===== src/rtl/conv_pkg.sv =====
// Shared constants and state encoding for the strip convolution datapath.
// Frame geometry sets the default number of results held in one strip BRAM.
package conv_pkg;

  localparam int FRAME_W  = 224;
  localparam int STRIP_H  = 30;
  localparam int KERNEL_K = 3;

  localparam int OUT_COLS = FRAME_W - KERNEL_K + 1;
  localparam int OUT_ROWS = STRIP_H - KERNEL_K + 1;

  localparam int DEF_OUT_COUNT = OUT_COLS * OUT_ROWS;
  localparam int DEF_ADDR_W    = 13;
  localparam int DEF_IN_W      = 23;
  localparam int DEF_OUT_W     = 8;
  localparam int DEF_SHIFT     = 4;
  localparam int DEF_RD_LAT    = 1;

  typedef enum logic [1:0] {
    IDLE  = 2'd0,
    ISSUE = 2'd1,
    DRAIN = 2'd2,
    DONE  = 2'd3
  } readout_state_t;

  // Width of a counter that must hold 0..depth inclusive.
  function automatic int occ_w(input int depth);
    return $clog2(depth + 1);
  endfunction

endpackage


===== src/rtl/readout_fifo.sv =====
// Small synchronous FIFO holding requantised pixels plus their last flag.
// The head entry is presented combinationally so a stalled beat stays stable.
module readout_fifo
  import conv_pkg::*;
#(
  parameter int DEPTH = 2,
  parameter int WIDTH = 9
) (
  input  logic                      clk,
  input  logic                      reset,
  input  logic                      push,
  input  logic [WIDTH-1:0]          push_data,
  input  logic                      pop,
  output logic [WIDTH-1:0]          head_data,
  output logic [occ_w(DEPTH)-1:0]   count,
  output logic                      empty
);

  localparam int PTR_W = (DEPTH > 1) ? $clog2(DEPTH) : 1;
  localparam int CNT_W = occ_w(DEPTH);

  logic [WIDTH-1:0] mem [DEPTH];
  logic [PTR_W-1:0] wr_ptr_reg;
  logic [PTR_W-1:0] rd_ptr_reg;
  logic [CNT_W-1:0] count_reg;
  logic             do_push;
  logic             do_pop;

  function automatic logic [PTR_W-1:0] next_ptr(input logic [PTR_W-1:0] p);
    return (p == PTR_W'(DEPTH - 1)) ? '0 : p + 1'b1;
  endfunction

  // A push into a full FIFO is only accepted when the head leaves in the same cycle.
  assign do_pop  = pop && (count_reg != '0);
  assign do_push = push && ((count_reg != CNT_W'(DEPTH)) || do_pop);

  always_ff @(posedge clk or posedge reset) begin
    if (reset) begin
      wr_ptr_reg <= '0;
      rd_ptr_reg <= '0;
      count_reg  <= '0;
    end else begin
      if (do_push) wr_ptr_reg <= next_ptr(wr_ptr_reg);
      if (do_pop)  rd_ptr_reg <= next_ptr(rd_ptr_reg);
      case ({do_push, do_pop})
        2'b10:   count_reg <= count_reg + 1'b1;
        2'b01:   count_reg <= count_reg - 1'b1;
        default: count_reg <= count_reg;
      endcase
    end
  end

  always_ff @(posedge clk) begin
    if (do_push) mem[wr_ptr_reg] <= push_data;
  end

  assign head_data = mem[rd_ptr_reg];
  assign count     = count_reg;
  assign empty     = (count_reg == '0);

endmodule


===== src/rtl/strip_result_readout.sv =====
// Drains a strip result BRAM after conv done, requantises to OUT_W and streams pixels out.
// Define STRIP_READOUT_RELU_EN for ReLU + unsigned saturation; default is signed saturation.
module strip_result_readout
  import conv_pkg::*;
#(
  parameter int OUT_COUNT = DEF_OUT_COUNT,
  parameter int ADDR_W    = DEF_ADDR_W,
  parameter int IN_W      = DEF_IN_W,
  parameter int OUT_W     = DEF_OUT_W,
  parameter int SHIFT     = DEF_SHIFT,
  parameter int RD_LAT    = DEF_RD_LAT
) (
  input  logic              clk,
  input  logic              reset,
  input  logic              strip_done,
  output logic [ADDR_W-1:0] strip_addr,
  input  logic [IN_W-1:0]   strip_data,
  output logic [OUT_W-1:0]  pix_data,
  output logic              pix_valid,
  input  logic              pix_ready,
  output logic              pix_last,
  output logic              busy,
  output logic              frame_done
);

  localparam int FIFO_DEPTH = RD_LAT + 1;
  localparam int CNT_W      = occ_w(FIFO_DEPTH);
  localparam logic [ADDR_W-1:0] LAST_ADDR = ADDR_W'(OUT_COUNT - 1);

  localparam int ROUND_INT = (SHIFT > 0) ? (1 << ((SHIFT > 0) ? SHIFT - 1 : 0)) : 0;
`ifdef STRIP_READOUT_RELU_EN
  localparam int SAT_MAX_INT = (1 << OUT_W) - 1;
  localparam int SAT_MIN_INT = 0;
`else
  localparam int SAT_MAX_INT = (1 << (OUT_W - 1)) - 1;
  localparam int SAT_MIN_INT = -(1 << (OUT_W - 1));
`endif
  localparam logic signed [IN_W:0] ROUND  = (IN_W + 1)'(ROUND_INT);
  localparam logic signed [IN_W:0] SAT_HI = (IN_W + 1)'(SAT_MAX_INT);
  localparam logic signed [IN_W:0] SAT_LO = (IN_W + 1)'(SAT_MIN_INT);

  readout_state_t state_reg;
  readout_state_t state_next;

  logic              done_q_reg;
  logic              done_q2_reg;
  logic              start_rise;
  logic [ADDR_W-1:0] rd_cnt_reg;
  logic              issue;

  logic [RD_LAT-1:0] tag_valid_reg;
  logic [RD_LAT-1:0] tag_valid_next;
  logic [RD_LAT-1:0] tag_last_reg;
  logic [RD_LAT-1:0] tag_last_next;
  logic [CNT_W-1:0]  inflight;

  logic [CNT_W-1:0]  fifo_count;
  logic              fifo_empty;
  logic              fifo_push;
  logic              fifo_pop;
  logic [OUT_W:0]    fifo_head;
  logic [OUT_W:0]    fifo_in;
  logic              head_last;
  logic [CNT_W:0]    credit_use;
  logic              credit_ok;

  logic signed [IN_W:0] acc_ext;
  logic signed [IN_W:0] rq_t;
  logic signed [IN_W:0] rq_r;
  logic [OUT_W-1:0]     rq_pix;

  // Both edge-detect flops reset high so a level already present at reset release cannot start a drain.
  always_ff @(posedge clk or posedge reset) begin
    if (reset) begin
      done_q_reg  <= 1'b1;
      done_q2_reg <= 1'b1;
    end else begin
      done_q_reg  <= strip_done;
      done_q2_reg <= done_q_reg;
    end
  end

  assign start_rise = done_q_reg && !done_q2_reg;

  // Tag pipeline mirrors the BRAM read latency so data is captured exactly when it lands.
  genvar gi;
  assign tag_valid_next[0] = issue;
  assign tag_last_next[0]  = issue && (rd_cnt_reg == LAST_ADDR);
  generate
    for (gi = 1; gi < RD_LAT; gi++) begin : g_tag
      assign tag_valid_next[gi] = tag_valid_reg[gi-1];
      assign tag_last_next[gi]  = tag_last_reg[gi-1];
    end
  endgenerate

  always_ff @(posedge clk or posedge reset) begin
    if (reset) begin
      tag_valid_reg <= '0;
      tag_last_reg  <= '0;
    end else begin
      tag_valid_reg <= tag_valid_next;
      tag_last_reg  <= tag_last_next;
    end
  end

  always_comb begin
    inflight = '0;
    for (int i = 0; i < RD_LAT; i++) begin
      inflight = inflight + CNT_W'(tag_valid_reg[i]);
    end
  end

  // Round half up, arithmetic shift, then saturate into the output range.
  always_comb begin
    acc_ext = {strip_data[IN_W-1], strip_data};
    rq_t    = acc_ext + ROUND;
    rq_r    = rq_t >>> SHIFT;
    if (rq_r > SAT_HI) begin
      rq_pix = SAT_HI[OUT_W-1:0];
    end else if (rq_r < SAT_LO) begin
      rq_pix = SAT_LO[OUT_W-1:0];
    end else begin
      rq_pix = rq_r[OUT_W-1:0];
    end
  end

  assign fifo_push = tag_valid_reg[RD_LAT-1];
  assign fifo_in   = {tag_last_reg[RD_LAT-1], rq_pix};
  assign fifo_pop  = !fifo_empty && pix_ready;
  assign head_last = fifo_head[OUT_W];

  readout_fifo #(
    .DEPTH (FIFO_DEPTH),
    .WIDTH (OUT_W + 1)
  ) u_fifo (
    .clk       (clk),
    .reset     (reset),
    .push      (fifo_push),
    .push_data (fifo_in),
    .pop       (fifo_pop),
    .head_data (fifo_head),
    .count     (fifo_count),
    .empty     (fifo_empty)
  );

  // A beat leaving this cycle frees its slot, which keeps one read per cycle when ready stays high.
  assign credit_use = {1'b0, fifo_count} + {1'b0, inflight} - (CNT_W + 1)'(fifo_pop);
  assign credit_ok  = credit_use < (CNT_W + 1)'(FIFO_DEPTH);

  always_ff @(posedge clk or posedge reset) begin
    if (reset) begin
      state_reg <= IDLE;
    end else begin
      state_reg <= state_next;
    end
  end

  always_comb begin
    state_next = state_reg;
    issue      = 1'b0;
    case (state_reg)
      IDLE: begin
        // Address 0 is already on strip_addr while idle, so the first read issues with the start.
        if (start_rise) begin
          issue      = 1'b1;
          state_next = (LAST_ADDR == '0) ? DRAIN : ISSUE;
        end
      end
      ISSUE: begin
        if (credit_ok) begin
          issue = 1'b1;
          if (rd_cnt_reg == LAST_ADDR) state_next = DRAIN;
        end
      end
      DRAIN: begin
        if (fifo_pop && head_last) state_next = DONE;
      end
      DONE: begin
        state_next = IDLE;
      end
      default: begin
        state_next = IDLE;
      end
    endcase
  end

  always_ff @(posedge clk or posedge reset) begin
    if (reset) begin
      rd_cnt_reg <= '0;
    end else if (state_reg == DONE) begin
      rd_cnt_reg <= '0;
    end else if (issue && (rd_cnt_reg != LAST_ADDR)) begin
      rd_cnt_reg <= rd_cnt_reg + 1'b1;
    end
  end

  assign strip_addr = rd_cnt_reg;
  assign pix_valid  = !fifo_empty;
  assign pix_data   = fifo_empty ? '0 : fifo_head[OUT_W-1:0];
  assign pix_last   = !fifo_empty && head_last;
  assign busy       = (state_reg != IDLE);
  assign frame_done = (state_reg == DONE);

endmodule


===== config.mk =====
export PLATFORM = sky130hd
export DESIGN_NAME = strip_result_readout
export DESIGN_NICKNAME = d
export VERILOG_FILES = /design/src/rtl/conv_pkg.sv /design/src/rtl/readout_fifo.sv /design/src/rtl/strip_result_readout.sv
export SDC_FILE = /design/constraint.sdc
export NUM_CORES = 1
export LEC_CHECK = 0
export ABC_AREA = 1
export CAP_MARGIN = 20
export CORE_MARGIN = 2
export CORE_UTILIZATION = 45
export DETAILED_ROUTE_END_ITERATION = 7
export GPL_TIMING_DRIVEN = 0
export PLACE_DENSITY = 0.71
export SLEW_MARGIN = 10
export SYNTH_ARGS = -nofsm -noshare
export SYNTH_HDL_FRONTEND = slang
export SYNTH_SLANG_ARGS = --single-unit

===== constraint.sdc =====
create_clock -name clk -period 8.4 [get_ports clk]
set_clock_uncertainty 0.2 [all_clocks]
set_input_delay 2.1 -clock clk [delete_from_list [all_inputs] [get_ports clk]]
set_output_delay 2.1 -clock clk [all_outputs]
set_load 0.02 [all_outputs]

# --- Word-level counts from Yosys, hierarchy flattened ---
# Memory sizes are Yosys's and may differ from the RTL's.
# Cells that the tools add are included.
classes:
  n_mux: 18
  n_addsub: 8
  magnitude_cmp: 3
  n_eq_ne: 12
  n_reduce_logical: 18
ops:
  columns: ["cell", "n"]
  rows:
  - ["13-bit 2-to-1 mux", 2]
  - ["23-bit by 5-bit adder with 24-bit output, second input constant", 1]
  - ["8-bit 2-to-1 mux", 3]
  - ["20-bit by 8-bit greater-than comparator with 1-bit output, second input constant", 1]
  - ["20-bit by 8-bit < comparator with 1-bit output, second input constant", 1]
  - ["13-bit by 1-bit adder with 13-bit output, second input constant", 1]
  - ["13-bit equality test, second input constant", 1]
  - ["13-bit != test, second input constant", 1]
  - ["2-bit != test, second input constant", 5]
  - ["1-bit logical AND", 8]
  - ["2-bit 2-to-1 mux", 4]
  - ["2-bit one-hot mux with 4 select lines", 1]
  - ["2-bit nonzero test", 4]
  - ["2-bit equality test, second input constant", 3]
  - ["1-bit 2-to-1 mux", 6]
  - ["2-bit by 1-bit equality test with 1-bit output, second input constant", 2]
  - ["2-bit logical NOT", 2]
  - ["2-bit one-hot mux with 2 select lines", 1]
  - ["4-bit AND reduction", 1]
  - ["2-bit by 1-bit adder with 3-bit output", 1]
  - ["3-bit by 2-bit < comparator with 1-bit output, second input constant", 1]
  - ["3-bit by 1-bit subtractor with 3-bit output", 1]
  - ["1-bit adder, second input constant", 2]
  - ["2-bit by 1-bit adder with 2-bit output, second input constant", 1]
  - ["other kinds (4)", 5]
word_totals:
  ram_bits: 18
  output_inout_bits: 25
  memories: 1
  ff_bits: 23
mem_list:
  columns: ["name", "depth", "word_bits", "rd", "rd_clocked_by_memory_dff", "wr", "line_no", "source"]
  rows:
  - ["u_fifo.mem", 2, 9, 1, 0, 1, "readout_fifo.sv:22", "logic [WIDTH-1:0] mem [DEPTH];"]

# --- Longest topological paths before layout ---
# Gate-level depths: netlist (run 1).
depth:
  ltp_word: 10
  depth_mapped: 14
  mapped_depth_nobuf: 14

# --- By module ---
# Synthesis (run 1) repeated with hierarchy kept, for this count alone.
unflattened:
  cells_unflattened: 399
  area_unflattened_um2: 2910.3
modules_own_cells:
  columns: ["mod", "cells_each", "area_per_inst_um2", "seq_area_each_um2", "instances"]
  rows:
  - ["strip_result_readout", 321, 2014.4, 478.0, 1]
  - ["readout_fifo", 78, 895.9, 640.6, 1]

# --- Worst setup path after synthesis (run 1) ---
# OpenSTA, ideal clock, no wires.
synth_timing:
  path_kind: "in2reg"
  from: "input port pix_ready"
  to: "register rd_cnt_reg[5], in the netlist strip_addr[5]"
  path_stages: 13
  setup_time_ns: 0.089
  path_slack_ns: 4.049
  arrival_time_ns: 4.062
  path_cell_list: "inv_1 -> nor2_1 -> ha_1 -> or2_2 -> fa_1 -> xnor2_1 -> nand2_1 -> o21ai_2 -> nand2_2 -> inv_2 -> nand2_1 -> nand2_1 -> nor3b_1"
synth_via:
  elab_chain_len: 7
synth_lines:
  columns: ["element", "line_no", "source"]
  rows:
  - ["start, declared", "strip_result_readout.sv:20", "input logic pix_ready,"]
  - ["1-bit logical AND", "strip_result_readout.sv:129", "assign fifo_pop = !fifo_empty && pix_ready;"]
  - ["3-bit by 1-bit subtractor with 3-bit output", "strip_result_readout.sv:147", "assign credit_use = {1'b0, fifo_count} + {1'b0, inflight} - (CNT_W + 1)'(fifo_pop);"]
  - ["3-bit by 2-bit < comparator with 1-bit output", "strip_result_readout.sv:148", "assign credit_ok = credit_use < (CNT_W + 1)'(FIFO_DEPTH);"]
  - ["1-bit 2-to-1 mux", "strip_result_readout.sv:170", "if (credit_ok) begin"]
  - ["1-bit one-hot mux with 2 select lines", "strip_result_readout.sv:161", "case (state_reg)"]
  - ["named net issue", "strip_result_readout.sv:49", "logic issue;"]
  - ["1-bit logical AND", "strip_result_readout.sv:192", "end else if (issue && (rd_cnt_reg != LAST_ADDR)) begin"]
  - ["2-bit nonzero test (no line)", null, null]
  - ["end signal, assigned", "strip_result_readout.sv:193", "rd_cnt_reg <= rd_cnt_reg + 1'b1;"]
  - ["end, declared", "strip_result_readout.sv:48", "logic [ADDR_W-1:0] rd_cnt_reg;"]
# The timed path passes the listed nets, and every way through them passes these cells.
# A chain may end at the register's enable or synchronous reset.

# --- Worst setup path after layout (run 1) ---
layout_timing:
  from: "input port pix_ready"
  to: "register rd_cnt_reg[7], in the netlist strip_addr[7]"
# The elaborated chain is that of the path after synthesis.

==> summary.md, run 1 <==
| Metric | Value |
|---|---|
| Unique masters post-synth | 36 |
| Most frequent cells in the layout | nand2_1 (107), clkdlybuf4s50_1 (48), inv_1 (46) |
| Cts bufs inserted | 5 |
| Synth Area in Compound Gates | 5.90% |
| Post-DR vias/cell | 4.90 |
| Largest net degree at the start of global routing | 24 |
| Core area | 5960 um2 |
| CP Cell Sequence | clkdlybuf4s50_1 -> inv_1 -> nor2_1 -> ha_1 -> or2_2 -> fa_1 -> xnor2_1 -> nand2_1 -> o21ai_2 -> nand2_2 -> nand2_1 -> buf_2 -> o21ai_0 |
| Post-Synth Adder-Cell Area | 4.32% |
| # Max-Cap Violations | 0 |
| Fin crit share | 57.5% |
| CTS tree | yes |
| Max frequency | 207 MHz |
| Drt first-iter violations | 93 |
| Ant diodes | 0 |
| CTS max path bufs | 2 |
| Synth Cell Area | 2780 um2 |
| Post-Synth XOR/XNOR Area | 4.73% |
| Static leakage | 1.48 nW |
| TNS Setup | 0 ns |
| Post-synth EDFFs | 18 |
| R2R cell count | 12 |
| Post_cts resized | 0 |
| Synth Area in Simple Gates | 37.5% |
| Hold Fails Final Rpt | 0 |
| Multiplexer share of the synthesized area | 0.360% |
| Syn-to-layout area delta | 24.5% |
| Share of cells above drive strength 1 | 8.18% |
| I/O Buffers | 48 |
| Antenna Nets Post-Route | 0 |
| Finish-stage setup viols | 0 |
| Die ar. | 6820 um2 |
| Register Area | 1120 um2 |
| Ys async rst share | 56.1% |
| Vias in the first global route | 2131 |
| Clk_lat worst skew | 0.29 ns |
| Mapped Cells | 372 |
| CP max stage cell | clkdlybuf4s50_1 |
| Yosys warns | 0 |
| Relative slew slack | 40.0% |
| Tot GR Track Use | 17.8% |
| Max reg flops | 18 |
| CP Max Fanout | 10 |
| Multi-input gate area | 1470 um2 |
| Sink Count | 41 |
| Pwr Density | 228 nW/um2 |
| Fillers | 572 |
| DR pass1 iterations | 4 |
| Wire per inst | 11.4 um |
| Post-CTS setup buffers | 0 |
| Critical Path Sink Type | flop |
| Top cells by area, synth | edfxtp_1 (19%), dfrtp_1 (19%), nand2_1 (14%) |
| Top cell type's share of synthesized area | 19.5% |
| Global-route wire length before repair | 9370 um |
| CTS Root Buffer Type | clkbuf_8 |
| Yosys reg bits | 41 |
| GPL Wtd Cong | 0.910 |
| Commonest non-fill, non-tap cell in the layout | nand2_1 |
| Largest Register | u_fifo.mem |
| CP required | 8.36 ns |
| Initial antenna violation count | 0 |
| Most used cell, CP | nand2_1 |
| Cell depth of the worst hold path | 0 |
| CP top delay family | simple AND/OR/NAND/NOR gates |
| Mapped Avg Cell Area | 7.47 um2 |
| CP peak stage delay | 0.45 ns |
| Die Wd | 82.6 um |
| Vert. Die Dim | 82.6 um |
| Final Critical Period | 4.83 ns |
| CP Class | primary input to flop |
| Yosys top cell by area | edfxtp_1 |
| Ys flop type | dfrtp_1 |
| Status | complete, no violations |
| Final Util | 58.1% |
| Worst slew pin tran | 0.899 ns |
| Congestion Overflow GR | 0 |
| Maximum VDD drop | 0.205 mV |
| Post-Synthesis Net Count | 408 |
| Critical path arrival | 4.79 ns |
| Site Rows | 28 |
| Startpoint type of the worst setup path | primary input |
| Initial Utilization | 46.6% |
| Unrepaired setup endpoints after global routing | false |
| Final Slew Violations | 0 |
| Worst hold path type | flop to flop |
| Crit path buf inv count | 3 |
| Hold Buf Count CTS | 0 |
| Design Power | 0.790 mW |
| DRC | 0 |
| Seq/Total Area, Yosys | 40.3% |
| IO Pins | 52 |
| DP Wirelength | 4510 um |
| Largest family of logic cells by synthesized area | simple AND/OR/NAND/NOR gates |
| H-tree depth | 2 |
| Vias | 2465 |
| Clk slew on worst S/H paths | 0.07 ns |
| Crit. path cell count | 13 |
| Fin cells | 503 |
| WL final | 5730 um |
| Layout Nets | 463 |
| Dpl cells | 495 |
## Yosys cell counts (all sizes together), types with 2 or more instances
library cell,count
inv,47
nand3b,3
nor3,8
nand2,117
or2,2
xor2,14
nor4,4
dfstp,2
clkbuf,2
nand3,27
nand4,8
edfxtp,18
a21oi,8
dfrtp,21
o21ai,19
nor2,53
ha,8
## layout make-up
class	count	share of cell area [%]
buffer	3	0.362
timing repair buffer	48	13.9
sequential	41	32.3
tap	75	2.71
multi-input combinational	280	42.4
inverter	48	5.21
clock buffer	6	2.10
clock inverter	2	0.977
## path summary, 6_finish.rpt
| path | slack, ns | endpoint | startpoint |
|---|---|---|---|
| worst min register to register | 0.17 | done_q2_reg$_DFF_PP1_ | done_q_reg$_DFF_PP1_ |
| max in group asynchronous | 5.35 | strip_addr[7]$_DFFE_PP0P_ | reset |
| worst max-delay path | 3.57 | strip_addr[7]$_DFFE_PP0P_ | pix_ready |
| worst max register to register | 5.33 | strip_addr[7]$_DFFE_PP0P_ | u_fifo.count[1]$_DFFE_PP0P_ |
| worst min-delay path | 0.17 | done_q2_reg$_DFF_PP1_ | done_q_reg$_DFF_PP1_ |
| min in group asynchronous | 2.10 | strip_addr[9]$_DFFE_PP0P_ | reset |
## per-layer routing
metal	up-vias	track usage (%)	wire length [um]
met5	-	0	0
met4	0	5.74	82
met3	9	3.15	236
met2	46	30.6	2760
met1	1101	22.7	2650
li1	1309	-	-
## per-stage QoR
| stage | hold slack [ns] | area (um2) | setup slack [ns] |
|---|---|---|---|
| 4_1_cts | 0.176 | 3460 | 3.56 |
| 2_1_floorplan | 0.161 | 2780 | 4.05 |
| 5_1_grt | 0.189 | 3460 | 3.35 |
| 3_3_place_gp | 0.165 | 3350 | 3.33 |
| 3_5_place_dp | 0.165 | 3350 | 3.28 |
| 6_report | 0.175 | 3460 | 3.57 |
## power by group
| part | switching [mW] | leakage (nW) | total, mW | internal (mW) |
|---|---|---|---|---|
| clock network | 0.0637 | 0.0528 | 0.151 | 0.0877 |
| registers | 0.0257 | 0.460 | 0.274 | 0.248 |
| logic | 0.221 | 0.970 | 0.365 | 0.144 |
| total | 0.310 | 1.48 | 0.790 | 0.479 |
## cells by family after synthesis
group,count (synthesis)
muxes,1
and+or+nand+nor,225
AOI/OAI and AO/OA,30
xor gates and xnor gates,15
adders and majority gates,9
DFF,41
buffers and inverters,51
No activity file was read; power rests on OpenSTA's default activity.
==> run 2: changes to the inputs <==
clock period = 4.9 ns   (was 8.4 ns; I/O delays follow)
==> results of run 2 <==
The final DEF is identical to that of run 1. Status: complete, no violations.
Main changes from that run: setup slack after placement 3.28 ns -> 0.653 ns; setup slack after layout 3.57 ns -> 0.947 ns; register-to-register setup slack 5.33 ns -> 1.83 ns; total power 0.790 mW -> 1.35 mW; worst IR drop on VDD 0.205 mV -> 0.352 mV
